`src/rtl/tube_r3_dma.sv`:
```
// Purpose : parasite-side DMA engine moving bytes between Tube register 3 and parasite memory on PNMI.
// Latency : first Tube access 1 cycle after nmi_req is seen in ARMED; memory phase waits for mem_ack.
// Backpressure: mem_ack stalls MEM_WR/MEM_RD indefinitely; the CPU is held via cpu_hold while a byte moves.
//
// Ports:
//   p_phi2, p_rst_b            clock (rising edge) / async active-low reset
//   cfg_start, cfg_stop        one-cycle control pulses (stop wins over start)
//   cfg_dir, cfg_two_byte,
//   cfg_addr                   transfer setup, latched on cfg_start
//   p_nmi_b                    Tube PNMI, active low, asynchronous
//   tube_*                     Tube register interface (cs_b active low, rdnw 1 = read)
//   mem_*                      parasite memory request interface (ack completes request)
//   cpu_hold, busy, cur_addr   status
// Optional feature macro TUBE_R3_DMA_COUNT_EN adds cfg_count (byte budget, 0 = unlimited)
// and a one-cycle done pulse when the budget is exhausted.
module tube_r3_dma #(
    parameter int          ADDR_W       = 16,
    parameter int          NMI_HOLDOFF  = 3,
    parameter logic [2:0]  TUBE_R3_ADDR = 3'h5
) (
    input  logic              p_phi2,
    input  logic              p_rst_b,
    input  logic              cfg_start,
    input  logic              cfg_stop,
    input  logic              cfg_dir,
    input  logic              cfg_two_byte,
    input  logic [ADDR_W-1:0] cfg_addr,
`ifdef TUBE_R3_DMA_COUNT_EN
    input  logic [15:0]       cfg_count,
    output logic              done,
`endif
    input  logic              p_nmi_b,
    output logic              tube_cs_b,
    output logic [2:0]        tube_addr,
    output logic              tube_rdnw,
    input  logic [7:0]        tube_din,
    output logic [7:0]        tube_dout,
    output logic              mem_req,
    output logic              mem_we,
    output logic [ADDR_W-1:0] mem_addr,
    output logic [7:0]        mem_wdata,
    input  logic [7:0]        mem_rdata,
    input  logic              mem_ack,
    output logic              cpu_hold,
    output logic              busy,
    output logic [ADDR_W-1:0] cur_addr
);

    localparam int HO_W = (NMI_HOLDOFF < 2) ? 1 : $clog2(NMI_HOLDOFF + 1);

    typedef enum logic [2:0] {
        S_IDLE    = 3'd0,
        S_ARMED   = 3'd1,
        S_TUBE_RD = 3'd2,
        S_MEM_WR  = 3'd3,
        S_MEM_RD  = 3'd4,
        S_TUBE_WR = 3'd5,
        S_NEXT    = 3'd6
    } state_t;

    state_t              state_q,    state_d;
    logic [ADDR_W-1:0]   cur_addr_q, cur_addr_d;
    logic                dir_q,      dir_d;
    logic                two_byte_q, two_byte_d;
    logic                idx_q,      idx_d;
    logic [7:0]          data_q,     data_d;
    logic                cpu_hold_q, cpu_hold_d;
    logic [HO_W-1:0]     holdoff_q,  holdoff_d;
    logic                nmi_meta_q, nmi_sync_q;
    logic                nmi_req;
    logic                tube_access;
`ifdef TUBE_R3_DMA_COUNT_EN
    logic [15:0]         cnt_q,      cnt_d;
    logic                cnt_lim_q,  cnt_lim_d;
    logic                done_q,     done_d;
`endif

    // Two-flop synchroniser for the asynchronous PNMI; resets inactive (high).
    always_ff @(posedge p_phi2 or negedge p_rst_b) begin
        if (!p_rst_b) begin
            nmi_meta_q <= 1'b1;
            nmi_sync_q <= 1'b1;
        end else begin
            nmi_meta_q <= p_nmi_b;
            nmi_sync_q <= nmi_meta_q;
        end
    end

    // The Tube needs time to withdraw PNMI after it has been serviced, so
    // the request is masked for NMI_HOLDOFF cycles after every Tube access.
    assign tube_access = (state_q == S_TUBE_RD) || (state_q == S_TUBE_WR);
    assign nmi_req     = !nmi_sync_q && (holdoff_q == '0);

    always_comb begin
        holdoff_d = holdoff_q;
        if (tube_access) begin
            holdoff_d = HO_W'(NMI_HOLDOFF);
        end else if (holdoff_q != '0) begin
            holdoff_d = holdoff_q - HO_W'(1);
        end
    end

    // Next-state and datapath updates.
    always_comb begin
        state_d    = state_q;
        cur_addr_d = cur_addr_q;
        dir_d      = dir_q;
        two_byte_d = two_byte_q;
        idx_d      = idx_q;
        data_d     = data_q;
        cpu_hold_d = cpu_hold_q;
`ifdef TUBE_R3_DMA_COUNT_EN
        cnt_d      = cnt_q;
        cnt_lim_d  = cnt_lim_q;
        done_d     = 1'b0;
`endif

        case (state_q)
            S_IDLE: begin
                cpu_hold_d = 1'b0;
                if (cfg_start) begin
                    cur_addr_d = cfg_addr;
                    dir_d      = cfg_dir;
                    two_byte_d = cfg_two_byte;
                    idx_d      = 1'b0;
`ifdef TUBE_R3_DMA_COUNT_EN
                    cnt_d      = cfg_count;
                    cnt_lim_d  = (cfg_count != 16'd0);
`endif
                    state_d    = S_ARMED;
                end
            end

            S_ARMED: begin
                cpu_hold_d = 1'b0;
                if (nmi_req) begin
                    cpu_hold_d = 1'b1;
                    state_d    = dir_q ? S_MEM_RD : S_TUBE_RD;
                end
            end

            S_TUBE_RD: begin
                data_d  = tube_din;
                state_d = S_MEM_WR;
            end

            S_MEM_WR: begin
                if (mem_ack) begin
                    state_d = S_NEXT;
                end
            end

            S_MEM_RD: begin
                if (mem_ack) begin
                    data_d  = mem_rdata;
                    state_d = S_TUBE_WR;
                end
            end

            S_TUBE_WR: begin
                state_d = S_NEXT;
            end

            S_NEXT: begin
                cur_addr_d = cur_addr_q + ADDR_W'(1);
                if (two_byte_q && !idx_q) begin
                    // Second byte of a V-flag pair: the Tube raised only one
                    // PNMI for both, so go straight on without re-arming.
                    idx_d   = 1'b1;
                    state_d = dir_q ? S_MEM_RD : S_TUBE_RD;
                end else begin
                    idx_d      = 1'b0;
                    cpu_hold_d = 1'b0;
                    state_d    = S_ARMED;
                end
`ifdef TUBE_R3_DMA_COUNT_EN
                cnt_d = cnt_q - 16'd1;
                // Budget exhausted takes priority, even mid-pair.
                if (cnt_lim_q && (cnt_q == 16'd1)) begin
                    idx_d      = 1'b0;
                    cpu_hold_d = 1'b0;
                    done_d     = 1'b1;
                    state_d    = S_IDLE;
                end
`endif
            end

            default: begin
                cpu_hold_d = 1'b0;
                state_d    = S_IDLE;
            end
        endcase

        // Stop overrides everything, including a same-cycle start and any
        // memory access still waiting for its ack.
        if (cfg_stop) begin
            state_d    = S_IDLE;
            cpu_hold_d = 1'b0;
            idx_d      = 1'b0;
`ifdef TUBE_R3_DMA_COUNT_EN
            done_d     = 1'b0;
`endif
        end
    end

    always_ff @(posedge p_phi2 or negedge p_rst_b) begin
        if (!p_rst_b) begin
            state_q    <= S_IDLE;
            cur_addr_q <= '0;
            dir_q      <= 1'b0;
            two_byte_q <= 1'b0;
            idx_q      <= 1'b0;
            data_q     <= 8'h00;
            cpu_hold_q <= 1'b0;
            holdoff_q  <= '0;
`ifdef TUBE_R3_DMA_COUNT_EN
            cnt_q      <= 16'd0;
            cnt_lim_q  <= 1'b0;
            done_q     <= 1'b0;
`endif
        end else begin
            state_q    <= state_d;
            cur_addr_q <= cur_addr_d;
            dir_q      <= dir_d;
            two_byte_q <= two_byte_d;
            idx_q      <= idx_d;
            data_q     <= data_d;
            cpu_hold_q <= cpu_hold_d;
            holdoff_q  <= holdoff_d;
`ifdef TUBE_R3_DMA_COUNT_EN
            cnt_q      <= cnt_d;
            cnt_lim_q  <= cnt_lim_d;
            done_q     <= done_d;
`endif
        end
    end

    // Bus outputs decode directly from state so an async reset clears
    // them at once and idle values are always zero.
    always_comb begin
        tube_cs_b = 1'b1;
        tube_addr = 3'h0;
        tube_rdnw = 1'b1;
        tube_dout = 8'h00;
        mem_req   = 1'b0;
        mem_we    = 1'b0;
        mem_addr  = '0;
        mem_wdata = 8'h00;
        case (state_q)
            S_TUBE_RD: begin
                tube_cs_b = 1'b0;
                tube_addr = TUBE_R3_ADDR;
            end
            S_TUBE_WR: begin
                tube_cs_b = 1'b0;
                tube_addr = TUBE_R3_ADDR;
                tube_rdnw = 1'b0;
                tube_dout = data_q;
            end
            S_MEM_WR: begin
                mem_req   = 1'b1;
                mem_we    = 1'b1;
                mem_addr  = cur_addr_q;
                mem_wdata = data_q;
            end
            S_MEM_RD: begin
                mem_req   = 1'b1;
                mem_addr  = cur_addr_q;
            end
            default: ;
        endcase
    end

    assign cpu_hold = cpu_hold_q;
    assign busy     = (state_q != S_IDLE);
    assign cur_addr = cur_addr_q;
`ifdef TUBE_R3_DMA_COUNT_EN
    assign done     = done_q;
`endif

endmodule

```
`config.mk`:
```
export PLATFORM = sky130hd
export DESIGN_NAME = tube_r3_dma
export DESIGN_NICKNAME = d
export VERILOG_FILES = /design/src/rtl/tube_r3_dma.sv
export SDC_FILE = /design/constraint.sdc
export NUM_CORES = 1
export LEC_CHECK = 0
export ABC_AREA = 1
export BUFFER_PORTS_ARGS = -buffer_cell sky130_fd_sc_hd__buf_2
export CORE_MARGIN = 5
export CORE_UTILIZATION = 45
export CTS_BUF_LIST = sky130_fd_sc_hd__clkbuf_4 sky130_fd_sc_hd__clkbuf_8
export CTS_CLUSTER_DIAMETER = 50
export DETAILED_ROUTE_END_ITERATION = 8
export PLACE_DENSITY = 0.75
export SYNTH_ARGS = -nofsm -noshare
export SYNTH_HDL_FRONTEND = slang
export SYNTH_SLANG_ARGS = --single-unit
```
`constraint.sdc`:
```
create_clock -name p_phi2 -period 1.8 [get_ports p_phi2]
set_input_delay 0.27 -clock p_phi2 [delete_from_list [all_inputs] [get_ports p_phi2]]
set_output_delay 0.27 -clock p_phi2 [all_outputs]
set_load 0.02 [all_outputs]
```
==> impl_results.md <==
- Clk buf depth: 2
- Antenna diodes: 0
- Power Total: 4.83 mW
- Adder-Cell Fraction of Synth Area: 0.0107
- Post-CTS Hold Buffers: 0
- Grt met2 use: 0.342
- Unrepaired setup endpoints after global routing: yes
- Peak Freq: 0.556 GHz
- CP Capture Type: output port
- Post-synth net total: 388
- Area Growth Syn to Fin: 36.2%
- Hold Path Class: input pin to async pin
- GRT met3 Usage: 0.0499
- Mux cell area share after synthesis: 0
- Cell count after synthesis: between 300 and 400
- Drt pass-1 iters: 4
- Period minus WS final: 1.80 ns
- Starting density of the core: 0.462
- Total grt overflow: 0
- Leakage Power: roughly 1.8 nW
- Worst-skew pair later-pin latency: 0.29 ns
- Clock tree from TritonCTS: built
- Die Ht: 82.2 um
- Die width: 82.2 um
- Vias in the first global route: about 2,400
- Detailed-route wire length per cell: 12.6 um
- Drc violations: 0
- Worst EP required: 1.53 ns
- Mapped cell area: approximately 0.0023 sq mm
- Most frequent cells in the layout: 88 x nand2_1, 79 x buf_2, 62 x nor2_1
- CP Launch Type: flop
- Combinational family with the most area after synthesis: simple AND/OR/NAND/NOR gates
- FF-to-FF setup slack: 0.22 ns
- Pwr Density: 1510 mW/mm^2
- Syn. warnings: 0
- Most common cell after layout, fill and taps aside: nand2_1
- Syn avg cell area: 6.78 sq um
- Pin count of the biggest net entering global routing: 36
- Filler cells: around 480
- Final WL: 6.63 mm
- Drt initial violations: ~110
- Reg area: 882 sq um
- Gr busiest metal: met2
- Cts bufs inserted: 5
- Placer Congestion: 0.861
- Placed inst area: 0.00290 sq mm
- Core ar.: 0.00507 sq mm
- Std cell rows: 26
- Simple-gate area share of the yosys netlist: 0.377
- First-pass GRT wire length: 10.6 mm
- Die area: 0.00675 sq mm
- Max-slew violations: 0
- Compound-cell area share of the yosys netlist: 0.106
- Maxcap violations: 0
- Fin area: 0.00319 sq mm
- H-tree levels: 2
- Final nets: 498
- Fin crit share: 1.00
- Synth cell types: 30
- I/O pins: 97
- Clock Sinks: 35
- #FFs+latches synth: 35
- Crit path max fanout: 16
- Crit path from: state_q[1]$_DFFE_PN0P_
- Vias per std cell: roughly 4.8
- Global-route met1 utilization: 0.246
- Hpwl dp: 4.89 mm
- Clk root buf: clkbuf_8
- Clock slew at reported path FFs: 0.07 ns
- Initial antenna violation count: 0
- Final Hold Viols: 0
- Crit path arrival time: 1.53 ns
- Final setup vio count: 0
- Status: finished, final reports clean
- Reg2reg end: state_q[2]$_DFFE_PN0P_
- Total Routing Usage GR: 0.202
- Clock Skew: just over 0.006 ns
- Buffers on Ports: 95
- Peak VDD IR: 0.798 mV
- CP Class: flop to output port
- R2R depth: 9
- Multi-input gate area: 0.00122 sq mm
- Post-synthesis sequential area ratio: 0.375
- Synth Area in XOR/XNOR: 0.00747
- Via count: around 2,600
- FF-to-FF Start: holdoff_q[0]$_DFFE_PN0P_
- Routed Antenna Nets: 0
- Share of layout cells above drive strength 1: 0.344
power by group:
group          internal [mW]  total [mW]  switching [mW]
combinational           1.02        2.69            1.67
clock                  0.324       0.622           0.298
sequential              1.14        1.52           0.379
state kept, by name (all words and copies together), names as in the netlist:
signal / flops
nmi_sync_q: 1
two_byte_q: 1
data_q: 8
cur_addr: 16
state_q: 3
idx_q: 1
dir_q: 1
cpu_hold: 1
holdoff_q: 2
nmi_meta_q: 1
worst max-delay path, stage by stage, from the launching register on:
cell and delay [ns]:
dfrtp_2 0.48, nor2_8 0.15, nand2_4 0.07, inv_4 0.08, nor2_8 0.05, buf_12 0.14
nor2_1 0.10, buf_4 0.15
layout make-up:
class / count / area share
Clock buffer: 7 / 0.0282
Clock inverter: 1 / 0.00157
Inverter: 51 / 0.0615
Multi-Input combinational cell: 247 / 0.383
Sequential cell: 35 / 0.276
Tap cell: 70 / 0.0274
Timing Repair Buffer: 116 / 0.222
worst max-delay path by stage:
stage / endpoint / slack [ns] / cells after the start
floorplan: mem_addr[10] / 0.19 / 7
global placement: data_q[6]$_DFFE_PN0P_ / 0.22 / 6
detailed placement: data_q[5]$_DFFE_PN0P_ / 0.16 / 6
CTS: mem_addr[11] / 0.0003 / 7
global route: mem_addr[5] / -0.06 / 7
finish: mem_addr[4] / 0.0009 / 7
stage by stage:
stage	setup TNS [ns]	hold slack [ns]	worst slack (ns)	cells	utilization
floorplan	0	-0.0256	0.186	346	-
global placement	0	0.337	0.217	509	0.571
detailed placement	0	0.340	0.162	509	0.571
CTS	0	0.0220	0.000284	525	0.607
global route	-0.489	0.0496	-0.0559	527	0.629
finish	0	0.00360	0.000873	527	0.629
cells in the mapped netlist:
library cell  number  area (sq um)
nand2_1           89           334
clkbuf_1           1          3.75
nand3_2            2          20.0
ha_1               2          25.0
or2_2              2          12.5
nand2_2            2          12.5
o21ai_4            1          16.3
o211ai_1           6          45.0
buf_6              3          33.8
nand4_1            2          12.5
o211a_1            1          10.0
a21oi_1            7          35.0
buf_4              5          37.5
xor2_1             2          17.5
nor2_8             2          40.0
inv_2              3          11.3
inv_1             47           176
nand3_4            1          17.5
dfstp_2            2          52.6
buf_2              4          20.0
nor2_1            70           263
o21ai_0           12          60.1
a31oi_1            9          56.3
a31oi_2            2          25.0
nor3_1             2          10.0
nand3_1           31           155
conb_1             1          3.75
nor2_2             1          6.26
inv_4              1          6.26
dfrtp_1           33           826
logic make-up (layout without fill, tap and decap cells):
kind of cell    after synthesis  after routing
compound gates               38             38
xor+xnor                      2              2
fa+ha+maj                     2              2
buf+inv                      64            175
flops                        35             35
other cells                   1              1
simple gates                204            204
layer usage:
layer | up-vias | part of all wire
li1 | 1298 | -
met1 | 1140 | 0.41
met2 | 105 | 0.48
met3 | 11 | 0.087
met4 | 0 | 0.020
met5 | - | 0
what timing repair did:
item                       CTS  global route
pin swaps                    1             1
setup buffers                8             2
setup endpoints to repair   20            26
gates resized for setup      8            32
Note: power is estimated with default switching activity, not from simulation.
